--- src/rtl/led_pattern_gen.sv ---
`default_nettype none
// =============================================================================
// led_pattern_gen : PMOD LED pattern generator with prescaler, four display
//                   modes (binary up/down, Gray up, bounce) and step control.
// Revision 1.0
// =============================================================================
module led_pattern_gen #(
   parameter int WIDTH = 4,
   parameter int DIV   = 25_000_000
) (
   input  logic             clk,
   input  logic             rst,
   input  logic             enable,
   input  logic             step,
   input  logic             clear,
   input  logic [1:0]       mode,
   output logic [WIDTH-1:0] leds,
   output logic             tick
);

   localparam int PRE_W = (DIV > 1) ? $clog2(DIV) : 1;
   localparam int POS_W = (WIDTH > 1) ? $clog2(WIDTH) : 1;

   localparam logic [PRE_W-1:0] C_PRE_LAST    = PRE_W'(DIV - 1);
   localparam logic [POS_W-1:0] C_POS_LAST    = POS_W'(WIDTH - 1);
   localparam logic [1:0]       C_MODE_UP     = 2'd0;
   localparam logic [1:0]       C_MODE_DOWN   = 2'd1;
   localparam logic [1:0]       C_MODE_GRAY   = 2'd2;
   localparam logic [1:0]       C_MODE_BOUNCE = 2'd3;

   logic [PRE_W-1:0] pre_q,  pre_d;
   logic [WIDTH-1:0] cnt_q,  cnt_d;
   logic [POS_W-1:0] pos_q,  pos_d;
   logic             dir_q,  dir_d;
   logic [1:0]       mode_q, mode_d;
   logic [WIDTH-1:0] leds_q, leds_d;
   logic             tick_q, tick_d;
   logic             advance;

   assign leds = leds_q;
   assign tick = tick_q;

   always_comb begin
      pre_d   = pre_q;
      cnt_d   = cnt_q;
      pos_d   = pos_q;
      dir_d   = dir_q;
      mode_d  = mode_q;
      leds_d  = leds_q;
      tick_d  = 1'b0;
      advance = 1'b0;

      if (clear) begin
         pre_d  = '0;
         cnt_d  = '0;
         pos_d  = '0;
         dir_d  = 1'b0;
         mode_d = mode;
         leds_d = '0;
      end else begin
         if (enable) begin
            if (pre_q == C_PRE_LAST) begin
               pre_d   = '0;
               advance = 1'b1;
            end else begin
               pre_d = pre_q + PRE_W'(1);
            end
         end else if (step) begin
            advance = 1'b1;
         end

         if (advance) begin
            tick_d = 1'b1;
            mode_d = mode;
            case (mode)
               C_MODE_UP: begin
                  cnt_d  = cnt_q + WIDTH'(1);
                  leds_d = cnt_d;
               end
               C_MODE_DOWN: begin
                  cnt_d  = cnt_q - WIDTH'(1);
                  leds_d = cnt_d;
               end
               C_MODE_GRAY: begin
                  cnt_d  = cnt_q + WIDTH'(1);
                  leds_d = cnt_d ^ (cnt_d >> 1);
               end
               default: begin
                  // Bounce: entering restarts at LED 0; the count register is left frozen.
                  if (mode_q != C_MODE_BOUNCE) begin
                     pos_d = '0;
                     dir_d = 1'b0;
                  end else if (WIDTH > 1) begin
                     if (!dir_q) begin
                        if (pos_q == C_POS_LAST) begin
                           dir_d = 1'b1;
                           pos_d = pos_q - POS_W'(1);
                        end else begin
                           pos_d = pos_q + POS_W'(1);
                        end
                     end else begin
                        if (pos_q == '0) begin
                           dir_d = 1'b0;
                           pos_d = pos_q + POS_W'(1);
                        end else begin
                           pos_d = pos_q - POS_W'(1);
                        end
                     end
                  end
                  leds_d = WIDTH'(1) << pos_d;
               end
            endcase
         end
      end
   end

   always_ff @(posedge clk or negedge rst) begin
      if (!rst) begin
         pre_q  <= '0;
         cnt_q  <= '0;
         pos_q  <= '0;
         dir_q  <= 1'b0;
         mode_q <= 2'd0;
         leds_q <= '0;
         tick_q <= 1'b0;
      end else begin
         pre_q  <= pre_d;
         cnt_q  <= cnt_d;
         pos_q  <= pos_d;
         dir_q  <= dir_d;
         mode_q <= mode_d;
         leds_q <= leds_d;
         tick_q <= tick_d;
      end
   end

endmodule
`default_nettype wire

--- config.mk ---
export PLATFORM = sky130hd
export DESIGN_NAME = led_pattern_gen
export DESIGN_NICKNAME = d
export VERILOG_FILES = /design/src/rtl/led_pattern_gen.sv
export SDC_FILE = /design/constraint.sdc
export NUM_CORES = 1
export LEC_CHECK = 0
export BUFFER_PORTS_ARGS = -buffer_cell sky130_fd_sc_hd__buf_2
export CORE_MARGIN = 2
export CORE_UTILIZATION = 35
export DETAILED_ROUTE_END_ITERATION = 8
export PLACE_DENSITY_LB_ADDON = 0.15
export SLEW_MARGIN = 15
export SYNTH_ARGS = -nofsm -noshare
export SYNTH_HDL_FRONTEND = slang
export SYNTH_SLANG_ARGS = --single-unit
--- constraint.sdc ---
create_clock -name clk -period 2.1 [get_ports clk]
set_input_delay 0.105 -clock clk [delete_from_list [all_inputs] [get_ports clk]]
set_output_delay 0.105 -clock clk [all_outputs]
set_load 0.01 [all_outputs]
Word-level counts from Yosys, hierarchy flattened
Index checks and enable logic that the tools add are counted.

cells by class
  add/subtract/negate cells = 5
  $mul = 0
  div/mod/pow operators = 0
  magnitude comparators = 0
  eq/ne operators = 6
  shift operators = 1
  multiplexer cells = 34
  bitwise operators = 1
  reductions and logical operators = 9

operator list
  kind                                                                      count
  25-bit 2-to-1 mux                                                         3
  25-bit by 1-bit adder with 25-bit output (second input constant)          1
  25-bit == test (second input constant)                                    1
  2-bit 2-to-1 mux                                                          12
  4-bit 2-to-1 mux                                                          4
  1-bit 2-to-1 mux                                                          13
  4-bit case mux with 3 select lines                                        1
  4-bit case mux with 2 select lines                                        1
  4-bit by 1-bit adder with 4-bit output (second input constant)            1
  2-bit == test (second input constant)                                     2
  2-bit logical NOT                                                         2
  2-bit AND reduction                                                       2
  2-bit nonzero test                                                        2
  1-bit by 2-bit << shifter with 4-bit output (first input constant)        1
  4-bit by 1-bit subtractor with 4-bit output (second input constant)       1
  4-bit by 3-bit bitwise XOR with 4-bit output                              1
  3-bit nonzero test                                                        1
  3-bit OR reduction                                                        1
  2-bit by 1-bit adder with 2-bit output (second input constant)            1
  2-bit by 1-bit == test with 1-bit output (second input constant)          1
  2-bit by 1-bit inequality test with 1-bit output (second input constant)  1
  2-bit inequality test (second input constant)                             1
  2-bit OR reduction                                                        1
  2-bit by 1-bit subtractor with 2-bit output (second input constant)       1

word-level totals
  register bits after elaboration = 39
  latch bits = 0
  RAM bits = 0
  bits in read-only memories = 0
  input port bits = 7
  word-level logic and storage cells = 63
  memories kept = 0

Logic depth before layout (Yosys ltp)
  depth after elaboration = 11
  depth in mapped cells = 9
  gate-level depth less buffers = 6

Worst setup path after synthesis
Ideal clock, no wire load.

  path type = register -> register
  from = register pre_q[10]
  to = register pos_q[0]
  arrival time = 2.044 ns
  data required time = 2.022 ns
  path slack = -0.023 ns
  cell stages (with the launch flop) = 7
  path through = dfrtp_1 -> or4b_4 -> nor4_4 -> a31oi_1 -> buf_6 -> or4_1 -> a21oi_1

between the ends
  cells in the longest elaborated chain, start to end = 6

ends and longest elaborated chain
  element                               RTL line  text
  start: declaration                    31        logic [PRE_W-1:0] pre_q, pre_d;
  start signal: assignment              127       pre_q <= pre_d;
  25-bit == test                        62        if (pre_q == C_PRE_LAST) begin
  1-bit 2-to-1 mux                      62
  1-bit 2-to-1 mux                      61        if (enable) begin
  1-bit 2-to-1 mux                      53        if (clear) begin
  2-bit nonzero test (no source line)   n/a
  2-bit AND reduction (no source line)  n/a
  end signal: assignment                129       pos_q <= pos_d;
  end: declaration                      33        logic [POS_W-1:0] pos_q, pos_d;

Every way passes these cells. The select of a mux whose other input is x is not followed.
A chain may end at the register's enable or synchronous reset.

Worst setup path in the final report
  from = register pre_q[10]
  to = register cnt_q[3]

between the ends
  cells in the longest elaborated chain, start to end = 6

ends and longest elaborated chain
  element                               RTL line  text
  25-bit == test                        62
  1-bit 2-to-1 mux                      62
  1-bit 2-to-1 mux                      61
  1-bit 2-to-1 mux                      53
  2-bit nonzero test (no source line)   n/a
  2-bit AND reduction (no source line)  n/a
  end signal: assignment                128       cnt_q <= cnt_d;
  end: declaration                      32        logic [WIDTH-1:0] cnt_q, cnt_d;

Every way passes these cells. The select of a mux whose other input is x is not followed.

==> results.md <==
* Endpoint, Worst Hold: pos_q[0]$_DFFE_PN0P_
* VDD IR max at between 0.2 and 0.25 mV
* Hold Crit Class: input port to register
* Clock transition at path regs at ~80 ps
* Endpoints failing hold at 0
* Sw Share at 0.256
* CTS buffer count at 5
* # DRC at 0
* Status: finished clean
* Synth Flop Type: dfrtp_1
* Worst-Skew Late Latency at 280 ps
* Slew @ Worst Pin at 935 ps
* R2R Setup Slk at between 2 and 2.5 ps
* Share of cells above drive strength 1 at 0.229
* Via Count at 2240
* Lkg Pwr at between 1 and 1.5 nW
* Syn Nets at ~280
* Most frequent cell after synthesis: dfrtp_1
* Seq cells post-synth at 39
* RSZ-0062 raised after global routing: yes
* Fmax at approximately 480 MHz
* Max-slew violation count at 0
* Initial antenna violation count at 0
* Routed Antenna Nets at 0
* CP required at approximately 2300 ps
* Synth-to-layout area growth at 22.9%
* Die ar. at about 7500 um^2
* Final Non-Filler Cells at 394
* Max-Slew Margin vs Limit at 0.377
* Comb pwr share at 0.128
* # rows at 30
* Design area at about 2900 um^2
* CTS root buffer: clkbuf_8
* Unique masters post-synth at 52
* Register area share after synthesis at 0.408
* R2R Path Start: pre_q[10]$_DFFE_PN0P_
* Diodes inserted at 0
* Top cell type by total area after synthesis: dfrtp_1
* Nature of the critical path endpoint: register
* Placed Cells at 380
* Post-synthesis area per instance at approximately 8.7 um^2
* Post-Syn Instances at about 270
* Number of primary I/O pins at 12
* Initial Util at 0.356
* Final Wtd Congestion at about 0.8
* Synth top cells by count: 39 x dfrtp_1, 28 x nand2_1, 24 x nor2_1
* Crit path launch type: register
* Die W at around 87 um
* Synth area leaders: dfrtp_1 41%, a31oi_1 4.4%, nand2_1 4.4%
* Number of global-route vias before repair at 2088
* CP max FO at 8
* IO buf count at 11
* Worst-case clock buffer depth at 2
* Clk network pwr share at 0.365
* Pin count of the biggest net entering global routing at 40
* Synth top area share at 0.408
* DRT iter0 DRCs at about 130
* Power per Cell Area at between 500 and 600 nW/um^2
* HPWL Detailed at around 4000 um
* Cell Int Power at 1.15 mW
* Setup Skew at ~5.2 ps
* Area post-placement at approximately 2700 um^2
* Post-Route WL at between 6000 and 7000 um
* Hold path depth at 3
* Post-synth ARST share at 1.00
* Drt pass-1 iters at 4
* Vias per inst at around 5.7
* GR Layer Usage met2 at 0.276
* Cell area after synthesis at approximately 2400 um^2
* CTS tree: done
* Min cycle time layout at around 2100 ps
* FF-to-FF path depth at 5
* Post-layout nets at 323
* Post-synth EDFFs at 0
* # setup viols final at 0
* Fin crit share at 0.999
* First-pass GRT wire length at 10000 um
* Core area at ~6700 um^2
* M3 GR Usage at 0.0333
* Synth Warn # at 0
* # Max-Cap Violations at 0
* Worst Hold Launch: clear
* Die Y-Extent at between 80 and 90 um
* Kind of critical path: register to register
* GR peak layer: met2
* Grt total ovfl at 0
* Hold WS at around 210 ps
* Util after Layout at 0.437
* Overall routing resource usage at 0.168
* Worst EP arrival at around 2300 ps
* Seq pwr share at 0.507
* Htree depth at 2
* Worst reg2reg endpoint: cnt_q[3]$_DFFE_PN0P_
* Met1 Track Usage GR at 0.225
* Wire per inst at ~16 um
* Sink Count at 39
* Net switching power at 0.395 mW
[cells by family after synthesis]
kind of cell | Yosys count | synth area share
xor+xnor | 6 | 0.0220
mux | 4 | 0.0183
fa+ha+maj | 3 | 0.0157
flops | 39 | 0.408
buf+inv | 25 | 0.0466
simple gates | 121 | 0.273
compound gates | 76 | 0.217
[worst max-delay path by stage]
stage	end	startpoint	slack, ps
finish	cnt_q[3]$_DFFE_PN0P_	pre_q[10]$_DFFE_PN0P_	2
global route	pre_q[22]$_DFFE_PN0P_	pre_q[8]$_DFFE_PN0P_	-70
CTS	cnt_q[3]$_DFFE_PN0P_	pre_q[8]$_DFFE_PN0P_	5
detailed placement	cnt_q[3]$_DFFE_PN0P_	pre_q[8]$_DFFE_PN0P_	-50
global placement	cnt_q[3]$_DFFE_PN0P_	pre_q[10]$_DFFE_PN0P_	40
floorplan	pos_q[0]$_DFFE_PN0P_	pre_q[10]$_DFFE_PN0P_	-20
[power by group through the flow]
stage / clock, mW / sequential (mW) / combinational [mW]
after floorplan: 0 / 0.798 / 0.112
after global placement: 0 / 0.797 / 0.182
after detailed placement: 0 / 0.798 / 0.182
after CTS: 0.586 / 0.782 / 0.187
after global routing: 0.621 / 0.785 / 0.223
final: 0.563 / 0.783 / 0.198
[layout by cell type (no fill, tap or decap), types with 2 or more instances in the layout]
cell type   n
a211oi_1    2
a21oi_1    16
a221o_1     5
a22o_1      2
a31oi_1    16
a41oi_1     6
and2_1      2
and3_1      8
buf_2      11
buf_4      37
clkbuf_8    7
dfrtp_1    38
ha_1        3
inv_1       6
mux2_2      3
nand2_1    28
nand2b_1    2
nand3_1    19
nand4_1    10
nor2_1     23
nor2b_1     4
nor3_1      5
nor3b_1     2
nor4b_1     3
o211ai_1    2
o21ai_0    11
o31ai_1     3
or2_2       2
or4_1       2
xnor2_1     4
xor2_1      2
[critical path, stage by stage (launching register included)]
cell and delay (ps):
dfrtp_1 380, or4b_4 540, nor4_4 220, a31oi_4 180
or4_1 550, a21oi_1 160
[state kept, by name, summed over array words and instances (netlist names)]
| name | flops |
|---|---|
| pre_q | 25 |
| cnt_q | 4 |
| leds | 4 |
| mode_q | 2 |
| pos_q | 2 |
| dir_q | 1 |
| tick | 1 |
[what timing repair did]
item | CTS | global route
hold endpoints to repair | 39 | 0
hold buffers | 1 | 0
setup endpoints to repair | 5 | 9
resized for setup | 4 | 5
pin swaps | 1 | 2
buffers inserted | 0 | 4
cloned | 0 | 1
[cell type report]
class	count	area [um^2]
repair buffers	51	388
flip-flops and latches	39	977
clock buffers	8	100
inverters	6	22.5
fillers	676	3780
well taps	80	100
multi-input cells	210	1350
[through the flow]
step | worst slack [ps] | setup TNS, ps | total power, mW
floorplan | -22.5 | -22.5 | 0.910
global placement | 37.6 | 0 | 0.979
detailed placement | -54.8 | -152 | 0.980
CTS | 4.62 | 0 | 1.56
global route | -73.4 | -396 | 1.63
finish | 2.16 | 0 | 1.54
[metal layers]
layer	wire, um	part of all wire
met1	2950	0.48
met4	51	0.0083
met3	125	0.020
met2	3020	0.49
met5	0	0
Power figures use the tool's default switching activity.
